**src/rtl/bombe_result_queue.sv**
```systemverilog
`default_nettype none
// ============================================================================
// Module      : bombe_result_queue
// Description : First-word-fall-through queue that buffers rotor "hits" from
//               the Bombe search stage and hands them to a consumer.
//               Each entry is {rotor_select, rotor_initial} (24 bits).
//               A hit arriving when the queue is full, with no pop in that
//               cycle, is dropped and recorded in a sticky overflow flag. A
//               saturating counter tallies every accepted hit, whether it is
//               stored or dropped. After search_done_in the queue stops
//               accepting hits and flushes. drained_out rises once every
//               stored hit has been delivered.
// Ports       :
//   clk_in             - single clock, rising edge
//   rst_in             - synchronous active-high reset
//   rotor_select_in    - three 3-bit rotor numbers of a hit
//   rotor_initial_in   - three 5-bit rotor start positions of a hit
//   rotor_valid_in     - one-cycle hit qualifier, no backpressure
//   search_done_in     - search finished (level or pulse)
//   result_select_out  - rotor numbers of the head entry
//   result_initial_out - start positions of the head entry
//   result_valid_out   - head entry present
//   result_ready_in    - consumer accepts the head entry
//   hit_count_out      - saturating total of hits seen
//   overflow_out       - sticky, at least one hit dropped
//   drained_out        - search done and queue fully delivered
// Revision    : 1.0 - initial release
// ============================================================================
module bombe_result_queue #(
    parameter int DEPTH = 16
) (
    input  logic        clk_in,
    input  logic        rst_in,
    input  logic [8:0]  rotor_select_in,
    input  logic [14:0] rotor_initial_in,
    input  logic        rotor_valid_in,
    input  logic        search_done_in,
    output logic [8:0]  result_select_out,
    output logic [14:0] result_initial_out,
    output logic        result_valid_out,
    input  logic        result_ready_in,
    output logic [15:0] hit_count_out,
    output logic        overflow_out,
    output logic        drained_out
);

    localparam int             c_AW   = $clog2(DEPTH);
    localparam logic [c_AW:0]  c_FULL = DEPTH[c_AW:0];

    typedef enum logic [1:0] {
        S_COLLECT = 2'd0,
        S_FLUSH   = 2'd1,
        S_DONE    = 2'd2
    } state_t;

    state_t          r_state;
    state_t          w_state_next;

    logic [23:0]     r_mem [DEPTH];
    logic [c_AW-1:0] r_wr_ptr;
    logic [c_AW-1:0] r_rd_ptr;
    logic [c_AW:0]   r_count;
    logic [c_AW:0]   w_count_next;
    logic [15:0]     r_hit_count;
    logic            r_overflow;

    logic            w_push;
    logic            w_pop;
    logic            w_write;
    logic            w_drop;

    // Hits are only accepted while collecting.
    assign w_push  = rotor_valid_in && (r_state == S_COLLECT);
    assign w_pop   = (r_count != '0) && result_ready_in;
    // A simultaneous pop frees a slot, so a full queue can still take a hit.
    assign w_write = w_push && ((r_count != c_FULL) || w_pop);
    assign w_drop  = w_push && (r_count == c_FULL) && !w_pop;

    always_comb begin
        w_count_next = r_count;
        if (w_write && !w_pop) begin
            w_count_next = r_count + 1'b1;
        end else if (!w_write && w_pop) begin
            w_count_next = r_count - 1'b1;
        end
    end

    // Next-state logic. The FLUSH exit uses the post-pop count so the final
    // pop and the move to DONE land on the same edge.
    always_comb begin
        w_state_next = r_state;
        case (r_state)
            S_COLLECT: if (search_done_in)        w_state_next = S_FLUSH;
            S_FLUSH:   if (w_count_next == '0)    w_state_next = S_DONE;
            S_DONE:                               w_state_next = S_DONE;
            default:                              w_state_next = S_COLLECT;
        endcase
    end

    always_ff @(posedge clk_in) begin
        if (rst_in) begin
            r_state     <= S_COLLECT;
            r_wr_ptr    <= '0;
            r_rd_ptr    <= '0;
            r_count     <= '0;
            r_hit_count <= '0;
            r_overflow  <= 1'b0;
        end else begin
            r_state <= w_state_next;
            r_count <= w_count_next;
            if (w_write) begin
                r_wr_ptr <= r_wr_ptr + 1'b1;
            end
            if (w_pop) begin
                r_rd_ptr <= r_rd_ptr + 1'b1;
            end
            if (w_push && (r_hit_count != 16'hFFFF)) begin
                r_hit_count <= r_hit_count + 16'd1;
            end
            if (w_drop) begin
                r_overflow <= 1'b1;
            end
        end
    end

    // Storage has no reset; pointers and count define what is valid.
    always_ff @(posedge clk_in) begin
        if (w_write && !rst_in) begin
            r_mem[r_wr_ptr] <= {rotor_select_in, rotor_initial_in};
        end
    end

    assign result_valid_out   = (r_count != '0);
    assign result_select_out  = r_mem[r_rd_ptr][23:15];
    assign result_initial_out = r_mem[r_rd_ptr][14:0];
    assign hit_count_out      = r_hit_count;
    assign overflow_out       = r_overflow;
    assign drained_out        = (r_state == S_DONE);

endmodule
`default_nettype wire

```
**config.mk**
```make
export PLATFORM = sky130hd
export DESIGN_NAME = bombe_result_queue
export DESIGN_NICKNAME = d
export VERILOG_FILES = /design/src/rtl/bombe_result_queue.sv
export SDC_FILE = /design/constraint.sdc
export NUM_CORES = 1
export LEC_CHECK = 0
export BUFFER_PORTS_ARGS = -buffer_cell sky130_fd_sc_hd__clkbuf_2
export CAP_MARGIN = 20
export CORE_ASPECT_RATIO = 1.1
export CORE_MARGIN = 1
export CORE_UTILIZATION = 41
export DETAILED_ROUTE_END_ITERATION = 10
export GPL_ROUTABILITY_DRIVEN = 0
export PLACE_DENSITY = 0.63
export SLEW_MARGIN = 20
export SYNTH_ARGS = -nofsm -noshare
export SYNTH_HDL_FRONTEND = slang
export SYNTH_SLANG_ARGS = --single-unit
export TNS_END_PERCENT = 1
```
**constraint.sdc**
```tcl
create_clock -name clk_in -period 3.5 [get_ports clk_in]
set_input_delay 0.7 -clock clk_in [delete_from_list [all_inputs] [get_ports clk_in]]
set_output_delay 0.7 -clock clk_in [all_outputs]
set_load 0.01 [all_outputs]
```
==> results.sh <==
export IMPL_period_share=0.955
export IMPL_power_total_mw=12.4
export IMPL_synth_async_reset_ratio=0
export IMPL_r2r_setup_slack_ns=0.41
export IMPL_grt_max_degree=46
export IMPL_synth_ff_type="edfxtp_1"
export IMPL_cp_required_ns=2.80
export IMPL_antenna_cells=0
export IMPL_maxCapViolCount=0
export IMPL_syn_to_final_growth_pct=15.8
export IMPL_grt_antenna_before_repair=0
export IMPL_comb_power_share=0.197
export IMPL_syn_cell_area_um2=16300
export IMPL_layout_cells_non_filler=1421
export IMPL_internal_power_mw=9.34
export IMPL_synth_fp_nets=811
export IMPL_drive_gt1_frac=0.334
export IMPL_fmax_mhz=299
export IMPL_worst_pin_slew_ns=0.881
export IMPL_cts_tree="done"
export IMPL_dpl_hpwl_mm=19.1
export IMPL_worst_path_max_fanout=18
export IMPL_worst_hold_slack_ns=0.471
export IMPL_min_to="overflow_out$_SDFFE_PP0P_"
export IMPL_vdd_drop_max_mv=0.398
export IMPL_cts_hold_buf=0
export IMPL_yosysTopAreaCellShare=0.708
export IMPL_num_vias=7711
export IMPL_dr_pass1_iters=4
export IMPL_min_path_type="reg2reg"
export IMPL_die_x_um=192
export IMPL_grt_use_met2=0.274
export IMPL_syn_avg_cell_area_um2=21.2
export IMPL_coreArea_um2=39200
export IMPL_grt_pass1_wl_mm=50.3
export IMPL_clock_latency_ns=0.54
export IMPL_wl_per_cell_um=23.1
export IMPL_placedCellCount=1344
export IMPL_routed_wl_mm=32.8
export IMPL_synth_top_cells_by_area="edfxtp_1, mux4_2, dfxtp_1"
export IMPL_grt_usage=0.169
export IMPL_cts_root_buf="clkbuf_16"
export IMPL_cts_num_sinks=420
export IMPL_avgViaCountPerCell=5.43
export IMPL_p_leak_nw=5.93
export IMPL_synth_seq_cells=420
export IMPL_max_slew_margin=0.413
export IMPL_worstHoldStart="overflow_out$_SDFFE_PP0P_"
export IMPL_initial_core_util=0.416
export IMPL_synth_edff_count=384
export IMPL_synthCells=770
export IMPL_slowest_delay_ns=0.56
export IMPL_power_per_cell_area_nw_per_um2=659
export IMPL_crit_path_top_delay_cell="mux4_2"
export IMPL_final_hold_viol_count=0
export IMPL_post_cts_buffers=0
export IMPL_setup_violations=0
export IMPL_worst_ep_arrival_time_ns=2.64
export IMPL_crit_type="reg2out"
export IMPL_rsz0062_at_grt="no"
export IMPL_swShare=0.249
export IMPL_drt_iter0_drc=492
export IMPL_regToRegStartpoint="r_count[0]$_SDFF_PP0_"
export IMPL_clock_skew_ns=0.0140
export IMPL_period_needed_ns=3.34
export IMPL_crit_path_start_kind="flip-flop"
export IMPL_reg2reg_depth=8
export IMPL_crit_top_cell="mux4_2"
export IMPL_die_area_um2=40500
export IMPL_clk_pin_slew_ns=0.06
export IMPL_overflow=0
export IMPL_seqPwrFrac=0.462
export IMPL_worstHoldPathCells=2
export IMPL_yosysTopAreaCell="edfxtp_1"
export IMPL_ys_types=44
export IMPL_portBuffers=71
export IMPL_drtAntennaViolNets=0
export IMPL_report_final_slew_viol_count=0
export IMPL_met3_usage=0.0337
export IMPL_p_clk_frac=0.342
export IMPL_reg2reg_to="r_mem[14][5]$_DFFE_PP_"
export IMPL_fin_util=0.482
export IMPL_worstPathCellList="buf_4 -> mux4_2 -> mux4_2 -> clkbuf_2"
export IMPL_cts_resized=0
export IMPL_top_usage_layer="met2"
export IMPL_ys_seq_area_frac=0.752
export IMPL_tns_ns=0
export IMPL_die_h_um=211
export IMPL_use_met1=0.227
export IMPL_final_nets=923
export IMPL_htree_levels=2
export IMPL_yosysWarningCount=0
export IMPL_io_pins=72
export IMPL_clock_path_buffers=3
export IMPL_outcome="complete, no violations"
export IMPL_rows=76
export IMPL_cts_made_buffers=43
export IMPL_critPathCaptureType="output pin"
export IMPL_netSwitchingPower_mw=3.10
export IMPL_grt_pass1_vias=8218
export IMPL_drc_errors=0
-- routing by layer --
metal | up-vias | wire, um
li1 | 3397 | -
met3 | 66 | 1750
met4 | 0 | 1020
met5 | - | 0
met2 | 213 | 16000
met1 | 4035 | 14000
-- layout by cell type (no fill, tap or decap), drive strengths merged, types with 6 or more instances in the layout --
master,netlist,routed
a21oi,10,10
buf,11,35
clkbuf,28,128
clkinv,0,14
dfxtp,36,36
edfxtp,384,384
ha,12,12
inv,8,9
mux4,120,120
nand2,19,19
nand2b,9,9
nand3,8,8
nor2,44,44
nor3,10,10
o21ai,6,6
xnor2,6,6
xor2,15,15
-- layout make-up --
type                       count  area (um^2)
tap                          507          634
fill                        3210        20300
multi-input combinational    303         3960
clock inverter                20          163
clock buffer                  57         1150
inverter                       8         30.0
sequential                   420        12300
timing repair buffer         106          668
-- worst max-delay path: cells and delay by family (launching register included) --
family   cells  cell delay [ns]
buf+inv      2             0.54
mux          2             1.07
flops        1             0.49
-- worst max path at each step --
stage	end	slack (ns)
after CTS	result_select_out[4]	0.1
after detailed placement	r_mem[14][14]$_DFFE_PP_	0.30
after global routing	result_initial_out[14]	0.04
final	result_initial_out[11]	0.16
after global placement	r_mem[14][14]$_DFFE_PP_	0.31
after floorplan	r_mem[3][0]$_DFFE_PP_	-0.16
-- cells by family (layout without fill, tap and decap cells) --
family	count (synthesis)	after routing	share of synthesized area
buffers and inverters	47	191	0.0118
DFF	420	420	0.752
and+or+nand+nor	117	117	0.0349
AOI/OAI and AO/OA	28	28	0.0118
muxes	124	124	0.168
xor gates and xnor gates	21	21	0.0113
adders and majority gates	13	13	0.00983
-- cell usage after synthesis (all sizes together) (4+ instances only) --
library cell and n:
a21oi 10, edfxtp 384, nor2 44, nand4 4
mux4 120, ha 12, nand2b 9, nor3 10
inv 8, nand2 19, o21ai 6, buf 11
clkbuf 28, mux2i 4, and3 4, dfxtp 36
xnor2 6, xor2 15, nand3 8, or3 5
-- state kept, by name, indices dropped and copies added, names as in the netlist, named ones only --
| register | count |
|---|---|
| r_mem | 384 |
| r_state | 2 |
| overflow_out | 1 |
| hit_count_out | 16 |
| r_wr_ptr | 4 |
| r_rd_ptr | 4 |
| r_count | 5 |
-- power by group through the flow --
stage / clock network [mW] / registers, mW / logic [mW]
CTS: 4.35 / 5.75 / 2.51
detailed placement: 0 / 5.85 / 2.51
global route: 4.52 / 5.76 / 2.67
finish: 4.25 / 5.75 / 2.45
global placement: 0 / 5.84 / 2.49
floorplan: 0 / 5.78 / 1.84
-- through the flow --
step	setup WS [ns]	cell area, um^2
floorplan	-0.156	16300
CTS	0.0989	18900
finish	0.156	18900
detailed placement	0.298	17600
global route	0.0406	18900
global placement	0.313	17600
No activity file was read; power rests on OpenSTA's default activity.
